===== config.mk =====
export PLATFORM = sky130hd
export DESIGN_NAME = ext_domain_pwr_seq
export DESIGN_NICKNAME = d
export VERILOG_FILES = /design/src/rtl/ext_domain_pwr_seq.sv
export SDC_FILE = /design/constraint.sdc
export NUM_CORES = 1
export LEC_CHECK = 0
export BUFFER_PORTS_ARGS = -buffer_cell sky130_fd_sc_hd__buf_2
export CELL_PAD_IN_SITES_DETAIL_PLACEMENT = 0
export CELL_PAD_IN_SITES_GLOBAL_PLACEMENT = 1
export CORE_MARGIN = 2
export CORE_UTILIZATION = 40
export DETAILED_ROUTE_END_ITERATION = 16
export GPL_TIMING_DRIVEN = 0
export PLACE_DENSITY = 0.77
export SLEW_MARGIN = 20
export SYNTH_ARGS = -nofsm -noshare
export SYNTH_HDL_FRONTEND = slang
export SYNTH_SLANG_ARGS = --single-unit

===== constraint.sdc =====
create_clock -name clk_i -period 5 [get_ports clk_i]
set_input_delay 0.25 -clock clk_i [delete_from_list [all_inputs] [get_ports clk_i]]
set_output_delay 0.25 -clock clk_i [all_outputs]
set_load 0.02 [all_outputs]

===== src/rtl/ext_domain_pwr_seq.sv =====
// Power-gate sequencer for one external domain: drives switch, isolation, domain reset and
// clock gate in order, and waits on the synchronized switch acknowledge with an optional timeout.
module ext_domain_pwr_seq #(
  parameter int ISO_DELAY   = 4,
  parameter int RST_DELAY   = 8,
  parameter int ACK_TIMEOUT = 64,
  parameter int CNT_W       = 8
) (
  input  logic       clk_i,
  input  logic       rst_i,
  input  logic       pwr_off_req_i,
  input  logic       pwr_on_req_i,
  input  logic       switch_ack_ni,
  output logic       switch_n_o,
  output logic       iso_n_o,
  output logic       rst_n_o,
  output logic       clkgate_en_n_o,
  output logic       busy_o,
  output logic       done_o,
  output logic       error_o,
  output logic [3:0] state_o
);

  typedef enum logic [3:0] {
    ST_ON       = 4'd0,
    ST_OFF      = 4'd1,
    ST_BOOT_RST = 4'd2,
    ST_CG       = 4'd3,
    ST_ISO      = 4'd4,
    ST_RST      = 4'd5,
    ST_SW_OFF   = 4'd6,
    ST_SW_ON    = 4'd7,
    ST_WAIT_RST = 4'd8,
    ST_ISO_REL  = 4'd9,
    ST_CG_REL   = 4'd10,
    ST_ERR      = 4'd15
  } state_t;

  // Delays are compared against N-1 so a delay of N occupies its state for exactly N cycles.
  localparam logic [CNT_W-1:0] ISO_LAST = CNT_W'(ISO_DELAY - 1);
  localparam logic [CNT_W-1:0] RST_LAST = CNT_W'(RST_DELAY - 1);
  localparam logic [CNT_W-1:0] TMO_LAST = CNT_W'(ACK_TIMEOUT - 1);
  localparam logic             TMO_EN   = (ACK_TIMEOUT != 0);

  state_t           state;
  logic [CNT_W-1:0] cnt;
  logic [1:0]       ack_sync;
  logic             ack_s;

  always_ff @(posedge clk_i or posedge rst_i) begin
    if (rst_i) ack_sync <= 2'b00;
    else       ack_sync <= {ack_sync[0], switch_ack_ni};
  end

  assign ack_s   = ack_sync[1];
  assign state_o = state;

  always_ff @(posedge clk_i or posedge rst_i) begin
    if (rst_i) begin
      state          <= ST_BOOT_RST;
      cnt            <= '0;
      switch_n_o     <= 1'b0;
      iso_n_o        <= 1'b1;
      rst_n_o        <= 1'b0;
      clkgate_en_n_o <= 1'b1;
      busy_o         <= 1'b1;
      done_o         <= 1'b0;
      error_o        <= 1'b0;
    end else begin
      done_o <= 1'b0;
      cnt    <= cnt + CNT_W'(1);
      case (state)
        ST_BOOT_RST: if (cnt == RST_LAST) begin
          state   <= ST_ON;
          cnt     <= '0;
          rst_n_o <= 1'b1;
          busy_o  <= 1'b0;
        end
        ST_ON: begin
          cnt <= '0;
          if (pwr_off_req_i && !pwr_on_req_i) begin
            state          <= ST_CG;
            clkgate_en_n_o <= 1'b0;
            busy_o         <= 1'b1;
          end
        end
        ST_CG: begin
          state   <= ST_ISO;
          cnt     <= '0;
          iso_n_o <= 1'b0;
        end
        ST_ISO: if (cnt == ISO_LAST) begin
          state   <= ST_RST;
          cnt     <= '0;
          rst_n_o <= 1'b0;
        end
        ST_RST: begin
          state      <= ST_SW_OFF;
          cnt        <= '0;
          switch_n_o <= 1'b1;
        end
        ST_SW_OFF: begin
          if (ack_s) begin
            state  <= ST_OFF;
            cnt    <= '0;
            busy_o <= 1'b0;
            done_o <= 1'b1;
          end else if (TMO_EN && cnt == TMO_LAST) begin
            state   <= ST_ERR;
            cnt     <= '0;
            busy_o  <= 1'b0;
            error_o <= 1'b1;
          end
        end
        ST_OFF: begin
          cnt <= '0;
          if (pwr_on_req_i && !pwr_off_req_i) begin
            state      <= ST_SW_ON;
            switch_n_o <= 1'b0;
            busy_o     <= 1'b1;
          end
        end
        ST_SW_ON: begin
          if (!ack_s) begin
            state <= ST_WAIT_RST;
            cnt   <= '0;
          end else if (TMO_EN && cnt == TMO_LAST) begin
            state   <= ST_ERR;
            cnt     <= '0;
            busy_o  <= 1'b0;
            error_o <= 1'b1;
          end
        end
        ST_WAIT_RST: if (cnt == RST_LAST) begin
          state   <= ST_ISO_REL;
          cnt     <= '0;
          rst_n_o <= 1'b1;
        end
        ST_ISO_REL: if (cnt == ISO_LAST) begin
          state   <= ST_CG_REL;
          cnt     <= '0;
          iso_n_o <= 1'b1;
        end
        ST_CG_REL: begin
          state          <= ST_ON;
          cnt            <= '0;
          clkgate_en_n_o <= 1'b1;
          busy_o         <= 1'b0;
          done_o         <= 1'b1;
        end
        // ERR freezes the domain-facing outputs; only rst_i leaves it.
        ST_ERR: cnt <= '0;
        default: begin
          state   <= ST_ERR;
          cnt     <= '0;
          busy_o  <= 1'b0;
          error_o <= 1'b1;
        end
      endcase
    end
  end

  // A switched-off domain must always be isolated and held in reset.
  assert property (@(posedge clk_i) disable iff (rst_i) switch_n_o |-> (!iso_n_o && !rst_n_o));

endmodule


==> impl_metrics.env <==
export IMPL_timing_hold_violations_final=0
export IMPL_post_cts_setup_buffer_count=0
export IMPL_worst_ep_arrival_time_ns=2.66
export IMPL_async_reset_ff_frac=1.000
export IMPL_startpoint_type="flip-flop"
export IMPL_syn_avg_cell_area_um2=8.564
export IMPL_hp_start="switch_ack_ni"
export IMPL_std_cell_rows=21
export IMPL_numCtsBuffers=3
export IMPL_cts_clk_slew_worst_paths_ns=0.11
export IMPL_first_pass_grt_wire_length_mm=5.975
export IMPL_grt_met2_usage=0.2734
export IMPL_worst_r2r_cell_count=6
export IMPL_place_port_buffers=15
export IMPL_firstDrtPassIters=4
export IMPL_yosysWarnings=0
export IMPL_ys_ff_latch=21
export IMPL_mappedNetlistArea_um2=1430
export IMPL_effective_utilization_at_floorplan=0.4219
export IMPL_synth_sequential_area_ratio=0.3710
export IMPL_path_max_fanout=6
export IMPL_root_buffer_cell="clkbuf_4"
export IMPL_drt_iter0_drc=66
export IMPL_seqCellArea_um2=530.5
export IMPL_first_global_vias=1232
export IMPL_design_core_area_um2=3390
export IMPL_grt_max_degree=22
export IMPL_route_detailed_drc=0
export IMPL_layout_area_overhead_vs_synth_pct=11.11
export IMPL_post_route_wl_mm=3.446
export IMPL_synthTopCellsByArea="dfrtp_1 (30%), dfstp_2 (7.3%), nor2_1 (4.5%)"
export IMPL_setup_viol=0
export IMPL_cts_sinks=21
export IMPL_worst_hold_path_num_cells=1
export IMPL_floorplan_die_area_um2=4070
export IMPL_h_tree_depth=1
export IMPL_period_needed_ns=2.485
export IMPL_min_path_type="input port to flip-flop"
export IMPL_holdBufCountCts=0
export IMPL_timing_clock_skew_ns=0.01493
export IMPL_timing_critical_path_slowest_cell_delay_ns=0.58
export IMPL_syn_num_nets=173
export IMPL_rr_endpoint="cnt[6]"
export IMPL_synth_edf_count=0
export IMPL_p_per_area_nw_per_um2=564.4
export IMPL_slowest_stage="nor4_2"
export IMPL_final_core_utilization=0.4688
export IMPL_worstReg2RegStart="cnt[0]"
export IMPL_avgRoutedWirePerCell_um=14.85
export IMPL_num_vias=1322
export IMPL_fp_dieH_um=63.80
export IMPL_die_w_um=63.80
export IMPL_post_cts_resize_count=0
export IMPL_final_layout_setup_total_negative_slack_ns=0
export IMPL_detailed_place_hpwl_mm=2.520
export IMPL_tritoncts_clock_tree="done"
export IMPL_worstHoldEndpoint="ack_sync[0]"
export IMPL_max_cap_violations=0
export IMPL_place_congestion=0.9121
export IMPL_synth_ff_type="dfrtp_1"
export IMPL_maxSlewViolCount=0
export IMPL_drive_above_1_share=0.1720
export IMPL_rrSetupSlack_ns=2.52
export IMPL_post_synth_top_area_cell="dfrtp_1"
export IMPL_grt_util_all_layers=0.1882
export IMPL_worst_endpoint_required_ns=5.18
export IMPL_sum_of_internal_switching_and_leakage_power_uw=896.8
export IMPL_multi_input_area_um2=834.6
export IMPL_criticalPathCategory="flip-flop to flip-flop"
export IMPL_post_drt_via_cell_ratio=5.698
export IMPL_antenna_cells=0
export IMPL_power_static_leakage_nw=0.6492
export IMPL_design_final_nets=193
export IMPL_worst_ir_drop_vdd_mv=0.2218
export IMPL_synthDominantCellAreaShare=0.2975
export IMPL_pin_count=16
export IMPL_worst_tran_pin_value_ns=0.7937
export IMPL_cts_buffer_depth=2
export IMPL_worst_slew_margin_rel=0.4703
export IMPL_achievable_frequency_ghz=0.4024
export IMPL_crit_chain="ha_1, or4bb_1, o21ai_0, o21ai_1, nor4_2, nor2_1"
export IMPL_post_synth_num_cell_types=52
export IMPL_grt_busiest_layer="met1"
export IMPL_detail_route_antenna_nets=0
export IMPL_post_synth_inst_count=167
export IMPL_setup_repair_after_global_routing_missed_its_margin="false"
export IMPL_met3_capacity_usage_during_global_routing=0.02641
export IMPL_nFillCells=346
export IMPL_outcome="completed"
export IMPL_grt_antenna_before_repair=0
export IMPL_clk_insertion_delay_late_ns=0.32
export IMPL_critical_path_endpoint_type="flip-flop"
export IMPL_met1_usage=0.2870
export IMPL_grt_overflow=0
export IMPL_period_share=0.4970
## cells by family after synthesis
logic type	synth area share
flip-flops	0.3710
AND/OR/NAND/NOR	0.2642
adder cells (fa/ha/maj)	0.008748
multiplexers	0.03062
XOR/XNOR	0.05511
buffers and inverters	0.04549
AO/OA/AOI/OAI	0.2249
## cell usage in the layout, fill, tap and decap left out, types with 4 or more instances in the layout
master / netlist / routed
nor2_1: 17 / 17
dfrtp_1: 17 / 17
buf_2: 1 / 16
nand2_1: 16 / 16
a21oi_1: 12 / 12
o21ai_0: 9 / 9
clkbuf_1: 6 / 7
nand3_1: 7 / 7
nor2b_1: 6 / 6
nand3b_1: 5 / 5
inv_1: 5 / 5
xor2_1: 5 / 5
buf_1: 4 / 4
xnor2_1: 4 / 4
dfstp_2: 4 / 4
## routing by layer
layer | up-vias | part of all wire
met1 | 639 | 0.48
met5 | - | 0
li1 | 643 | -
met3 | 5 | 0.053
met2 | 35 | 0.45
met4 | 0 | 0.015
## sequential cells by signal, summed over array words and instances (netlist names)
register and flops:
cnt 8, state_o 4, ack_sync 2, busy_o 1
clkgate_en_n_o 1, done_o 1, error_o 1, iso_n_o 1
rst_n_o 1, switch_n_o 1
## worst max-delay path by stage
stage	start	to	slack, ns	cells past startpoint
global placement	cnt[0]	state_o[2]	2.56	6
finish	cnt[0]	cnt[6]	2.52	6
CTS	cnt[0]	cnt[6]	2.52	6
floorplan	cnt[4]	state_o[2]	2.79	5
global route	cnt[0]	cnt[7]	2.32	6
detailed placement	cnt[0]	cnt[7]	2.56	6
## metrics by stage
step                hold WS, ns  worst slack (ns)  cell area [µm²]  std cells
floorplan                0.2236             2.793             1430        167
global placement         0.3332             2.559             1563        228
detailed placement       0.3477             2.556             1563        228
CTS                     0.03238             2.520             1589        232
global route            0.01411             2.316             1589        232
finish                  0.04039             2.515             1589        232
## worst max-delay path, delay by kind of cell (launching register included)
kind,cells,cell delay (ns)
fa+ha+maj,1,0.28
flops,1,0.40
simple gates,3,1.19
compound gates,2,0.47
## cells in the mapped netlist, types with 2 or more instances
cell type / number
a211oi_1: 2
a21oi_1: 12
a31oi_1: 3
a41oi_1: 2
and3_1: 3
buf_1: 4
clkbuf_1: 6
dfrtp_1: 17
dfstp_2: 4
inv_1: 5
mux2_2: 2
nand2_1: 16
nand2b_1: 2
nand3_1: 7
nand3b_1: 5
nor2_1: 17
nor2b_1: 6
nor3_1: 2
o21a_1: 2
o21ai_0: 9
o31ai_1: 2
or3_1: 2
xnor2_1: 4
xor2_1: 5
## cell type report
class,instances,share of cell area
Tap cell,46,0.03622
Multi-Input combinational cell,129,0.5252
Inverter,6,0.01417
Clock buffer,4,0.01654
Timing Repair Buffer,15,0.04724
Sequential cell,21,0.3339
Buffer,11,0.02677
## power breakdown
part | total, mW | internal (mW) | leakage, nW | switching [mW]
combinational | 0.560 | 0.210 | 0.382 | 0.351
sequential | 0.250 | 0.219 | 0.252 | 0.0314
clock | 0.0863 | 0.0312 | 0.0150 | 0.0551
No activity file was read; power rests on OpenSTA's default activity.
